===== src/rtl/mesh_terminal_tx.sv =====
// mesh_terminal_tx: per-terminal injection stage in front of one mesh router port.
// Formats destination/mode/payload requests into mesh packets. Requests with an
// illegal destination are dropped and flagged. Legal packets are queued in a
// first-word-fall-through FIFO that the router drains via pndng/popin.
module mesh_terminal_tx #(
  parameter int ROWS       = 4,
  parameter int COLUMNS    = 4,
  parameter int PAKG_SIZE  = 32,
  parameter int FIFO_DEPTH = 16,
  parameter int MY_ROW     = 0,
  parameter int MY_COL     = 1
) (
  input  logic                            clk_i,
  input  logic                            rst_i,
  input  logic                            req_valid_i,
  output logic                            req_ready_o,
  input  logic [3:0]                      req_row_i,
  input  logic [3:0]                      req_col_i,
  input  logic                            req_mode_i,
  input  logic [PAKG_SIZE-18:0]           req_payload_i,
  output logic                            pndng_o,
  output logic [PAKG_SIZE-1:0]            data_out_o,
  input  logic                            popin_i,
  output logic                            err_o,
  output logic [$clog2(FIFO_DEPTH):0]     count_o,
  output logic [15:0]                     sent_cnt_o,
  output logic [15:0]                     drop_cnt_o
);

  localparam int AW = $clog2(FIFO_DEPTH);
  localparam int CW = AW + 1;

  localparam logic [3:0]    ROW_LAST = 4'(ROWS + 1);
  localparam logic [3:0]    COL_LAST = 4'(COLUMNS + 1);
  localparam logic [3:0]    ROW_MAX  = 4'(ROWS);
  localparam logic [3:0]    COL_MAX  = 4'(COLUMNS);
  localparam logic [3:0]    SELF_ROW = 4'(MY_ROW);
  localparam logic [3:0]    SELF_COL = 4'(MY_COL);
  localparam logic [CW-1:0] FULL_CNT = CW'(FIFO_DEPTH);

  logic [PAKG_SIZE-1:0] mem_q [FIFO_DEPTH];
  logic [AW-1:0]        wr_ptr_q, rd_ptr_q;
  logic [CW-1:0]        count_q;
  logic [15:0]          sent_q, drop_q;
  logic                 err_q;

  logic                 full, empty;
  logic                 accept, dest_ok, push, pop;
  logic                 row_edge, col_edge, row_in, col_in, is_self;
  logic [PAKG_SIZE-1:0] pkt;

  // Destination legality, packet formatting and the push/pop decisions.
  always_comb begin
    full     = (count_q == FULL_CNT);
    empty    = (count_q == '0);
    row_edge = (req_row_i == 4'd0) || (req_row_i == ROW_LAST);
    col_edge = (req_col_i == 4'd0) || (req_col_i == COL_LAST);
    row_in   = (req_row_i != 4'd0) && (req_row_i <= ROW_MAX);
    col_in   = (req_col_i != 4'd0) && (req_col_i <= COL_MAX);
    is_self  = (req_row_i == SELF_ROW) && (req_col_i == SELF_COL);
    dest_ok  = ((row_edge && col_in) || (col_edge && row_in)) && !is_self;
    accept   = req_valid_i && !full;
    push     = accept && dest_ok;
    pop      = popin_i && !empty;
    pkt      = {8'h00, req_row_i, req_col_i, req_mode_i, req_payload_i};
  end

  // FIFO storage, pointers, occupancy, error pulse and saturating counters.
  always_ff @(posedge clk_i) begin
    if (!rst_i) begin
      mem_q    <= '{default: '0};
      wr_ptr_q <= '0;
      rd_ptr_q <= '0;
      count_q  <= '0;
      sent_q   <= '0;
      drop_q   <= '0;
      err_q    <= 1'b0;
    end else begin
      if (push) begin
        mem_q[wr_ptr_q] <= pkt;
        wr_ptr_q        <= wr_ptr_q + AW'(1);
      end
      if (pop) begin
        rd_ptr_q <= rd_ptr_q + AW'(1);
        if (sent_q != '1) sent_q <= sent_q + 16'd1;
      end
      case ({push, pop})
        2'b10:   count_q <= count_q + CW'(1);
        2'b01:   count_q <= count_q - CW'(1);
        default: count_q <= count_q;
      endcase
      err_q <= accept && !dest_ok;
      if (accept && !dest_ok && (drop_q != '1)) drop_q <= drop_q + 16'd1;
    end
  end

  // Outputs are taken from registered state only.
  always_comb begin
    req_ready_o = !full;
    pndng_o     = !empty;
    data_out_o  = mem_q[rd_ptr_q];
    err_o       = err_q;
    count_o     = count_q;
    sent_cnt_o  = sent_q;
    drop_cnt_o  = drop_q;
  end

endmodule

===== config.mk =====
export PLATFORM = sky130hd
export DESIGN_NAME = mesh_terminal_tx
export DESIGN_NICKNAME = d
export VERILOG_FILES = /design/src/rtl/mesh_terminal_tx.sv
export SDC_FILE = /design/constraint.sdc
export NUM_CORES = 1
export LEC_CHECK = 0
export ABC_AREA = 1
export BUFFER_PORTS_ARGS = -buffer_cell sky130_fd_sc_hd__buf_2
export CAP_MARGIN = 40
export CORE_ASPECT_RATIO = 0.75
export CORE_UTILIZATION = 45
export DETAILED_ROUTE_END_ITERATION = 10
export GPL_TIMING_DRIVEN = 1
export SETUP_SLACK_MARGIN = 0.4
export SYNTH_ARGS = -nofsm -noshare
export SYNTH_HDL_FRONTEND = slang
export SYNTH_SLANG_ARGS = --single-unit
export TNS_END_PERCENT = 30

===== constraint.sdc =====
create_clock -name clk_i -period 2.2 [get_ports clk_i]
set_clock_uncertainty 0.05 [all_clocks]
set_input_delay 0.11 -clock clk_i [delete_from_list [all_inputs] [get_ports clk_i]]
set_output_delay 0.11 -clock clk_i [all_outputs]
set_load 0.02 [all_outputs]

==> impl_metrics.csv <==
group,metric,value,unit
sta,worstMarginPinSlew,1105,ps
setup_path,worstSetupEndpointType,"output pin",
synth,synth_top_area_cell,"dfxtp_1",
floorplanning,die_x,255.5,um
power,vdd_drop_max,716.2,uV
layout,drive_gt1_frac,0.1602,
global_route,grt_pass1_vias,18980,
floorplanning,die_h,192.1,um
synth,yosysSeqAreaShare,0.3969,
synth,ys_ff_latch,430,
synth,synth_compound_area_frac,0.1016,
route,drtAntennaViolNets,0,
layout,num-fill-cells,4514,
placed_design,dpl.hpwl,35020,um
sta,finalSetupViolCount,18,
floorplanning,io_pins,100,
power,comb_power_share,0.351,
synth,synthCells,3468,
outcome,status,"finished with violations",
setup_path,start_kind,"register",
synth,synthTopCellsByArea,"dfxtp_1 40%, nand2_1 15%, nor2_1 14%",
global_route,grt_max_degree,189,
power,clkPwrFrac,0.318,
setup_path,worstPathMaxFanout,27,
sta,setup_ws,-72.76,ps
global_route,grt_remaining_overflow,0,
clock_network,path_clk_slew,60,ps
setup_path,path_class,"reg2out",
setup_path,crit_slowest_cell,"dfxtp_4",
sta,period_share,1.033,
route,first_iter_violations,1647,
sta,period_minus_slack,2273,ps
synth,synth_edf_count,0,
floorplanning,die_area,49090,um2
layout,area_growth_syn_to_layout,21.40,%
route,wl,65860,um
setup_path,crit_chain,"inv_12 > buf_12 > o21ai_0 > o22ai_1 > o211ai_1 > nand2_2 > buf_4",
layout,fin_util,0.5545,
setup_path,worstPathRequired,2040,ps
layout,fin_nets,3534,
setup_path,cp_slowest_stage_delay,480,ps
global_route,top_usage_layer,"met2",
clock_network,clk_path_buf_depth,3,
global_route,grt_use_total,0.2630,
placed_design,dp.cells,4023,
power,power.density,927.8,nW/um2
sta,rsz0062_at_grt,"true",
hold_path,hold_path_class,"in2reg",
global_route,antenna_found_initial,2,
outcome,violations,"negative setup slack",
clock_network,tritoncts,"built",
layout,fin_cells,4166,
global_route,grtUsageMet3,0.03009,
clock_network,worstSkewPairLatency,560,ps
placed_design,portBuffers,91,
route,drc_errors,0,
synth,ys_types,38,
synth,synth-xor-area-share,0.008077,
route,vias,21000,
flow_run,drv_cap,0,
synth,synth_top_flop_cell,"dfxtp_1",
synth,ys_warn_count,0,
synth,synth_area,21690,um2
global_route,met2_usage,0.4413,
synth,synthArstFlopShare,0,
setup_path,arrival,2110,ps
floorplanning,fp-row-count,69,
clock_network,cts_root_buffer,"clkbuf_16",
synth,synth_top_area_frac,0.3969,
global_route,met1_usage,0.3570,
sta,drv_slew,0,
power,p_sw,8421,uW
clock_network,numCtsBuffers,46,
floorplanning,core_area,47480,um2
clock_network,cts.htree.levels,2,
power,seq_power_share,0.332,
route,wl_per_cell,15.81,um
synth,synth_top_family_by_area,"simple AND/OR/NAND/NOR gates",
sta,maxSlewHeadroom,0.2632,
global_route,grt_pass1_wl,103800,um
layout,multi_input_area,11350,um2
layout,register_area,8647,um2
placed_design,dpl_worst_slack,95.71,ps
route,via_per_inst,5.041,
synth,synthAdderAreaFrac,0.007269,
clock_network,clock_sink_count,430,
power,switching_share,0.3448,
sta,hold_viol_final,0,
synth,yosys.area_share.simple,0.3558,
placed_design,gp_congestion,0.8375,
synth,synthMuxAreaShare,0,
setup_path,rrSetupSlack,100,ps
synth,synth_area_per_cell,6.254,um2
floorplanning,start_util,0.4568,
power,intPower,16010,uW
power,leakage,0.01261,uW
route,drtPass1Iterations,7,
sta,fmax,440.0,MHz
## power by group through the flow
stage          registers (uW)  clock network (uW)  logic [uW]
5_1_grt                  8110                8240        9160
3_5_place_dp             8210                   0        6100
3_3_place_gp             8210                   0        6070
6_report                 8100                7760        8570
2_1_floorplan            8270                   0        3980
4_1_cts                  8080                7890        8040
## cell families after synthesis
family | count (synthesis)
AO/OA/AOI/OAI | 432
XOR/XNOR | 20
adder cells (fa/ha/maj) | 12
buffers and inverters | 661
flip-flops | 430
other | 1
AND/OR/NAND/NOR | 1912
## per-stage QoR
| stage | total power [uW] | cell area [um2] | TNS (ps) | hold WS (ps) |
|---|---|---|---|---|
| floorplan | 12250 | 21820 | -207.1 | 313.4 |
| global placement | 14270 | 22690 | 0 | 335.0 |
| detailed placement | 14320 | 22700 | 0 | 342.3 |
| CTS | 24010 | 25300 | -141.8 | 2.070 |
| global route | 25510 | 26330 | -2481 | 16.24 |
| finish | 24430 | 26330 | -417.9 | 19.90 |
## synth_stat cells, types with 2 or more instances
cell type  count
a21oi_1      211
buf_1         46
buf_2         81
buf_4         16
buf_6         22
clkbuf_1      88
clkinv_1       2
dfxtp_1      430
ha_1          11
inv_1        398
inv_2          7
nand2_1      878
nand3_1      153
nand3_2        3
nand4_1       21
nand4_2        7
nand4_4        9
nor2_1       825
nor2_2         3
nor2_4         3
nor3_1         6
o211ai_1       3
o21ai_0      206
o221ai_1       5
o22ai_1        3
xnor2_1        8
xor2_1        12
## what timing repair did
item	CTS	global route
buffers inserted	23	6
gates resized for setup	155	289
pin swaps	37	144
hold buffers	18	0
gates cloned	12	3
hold endpoints to repair	263	0
endpoints found under the setup margin	405	151
## area by class of cell
cell class | instances | area share
multi-input cells | 2384 | 0.4310
well taps | 639 | 0.03037
repair inverters | 1 | 0.0003327
repair buffers | 224 | 0.09452
flip-flops and latches | 430 | 0.3284
inverters | 407 | 0.05916
diodes | 1 | 0.00009504
clock buffers | 70 | 0.05223
clock inverters | 10 | 0.003897
## per-layer routing
metal  routed length, um  vias up  part of all wire
met1               30470     9746              0.46
met2               30300      537              0.46
met4                1606        2             0.024
li1                    -    10600                 -
met5                  13        -           0.00020
met3                3468      111             0.053
## flip-flops by register name (all words and copies together), names as in the netlist
signal / flops
rd_ptr_q: 4
mem_q: 384
sent_cnt_o: 16
wr_ptr_q: 4
err_o: 1
count_o: 5
drop_cnt_o: 16
## worst max-delay path, delay by kind of cell (launching register included)
family / cells / cell delay, ps
AOI/OAI and AO/OA: 3 / 450
buffers and inverters: 3 / 470
DFF: 1 / 480
and+or+nand+nor: 1 / 130
## cells in the final DEF, fill, tap and decap left out, types with 21 or more instances in the layout
cell	instances
nor2_1	800
nand2_1	726
dfxtp_1	413
inv_1	389
a21oi_1	183
o21ai_0	156
nand3_1	136
nand2_2	95
buf_2	67
buf_4	60
nand2_4	58
clkbuf_16	52
o21ai_1	50
a21oi_2	28
buf_12	25
nor2_2	23
buf_6	23
nand4_1	21
## final timing paths
| check | start | endpoint | cells after the start |
|---|---|---|---|
| hold / removal | req_col_i[1] | mem_q[497] | 4 |
| setup reg to reg | count_o[3] | count_o[2] | 13 |
| setup / recovery | rd_ptr_q[0] | data_out_o[23] | 7 |
| hold reg to reg | mem_q[87] | mem_q[87] | 2 |
Power figures use the tool's default switching activity.
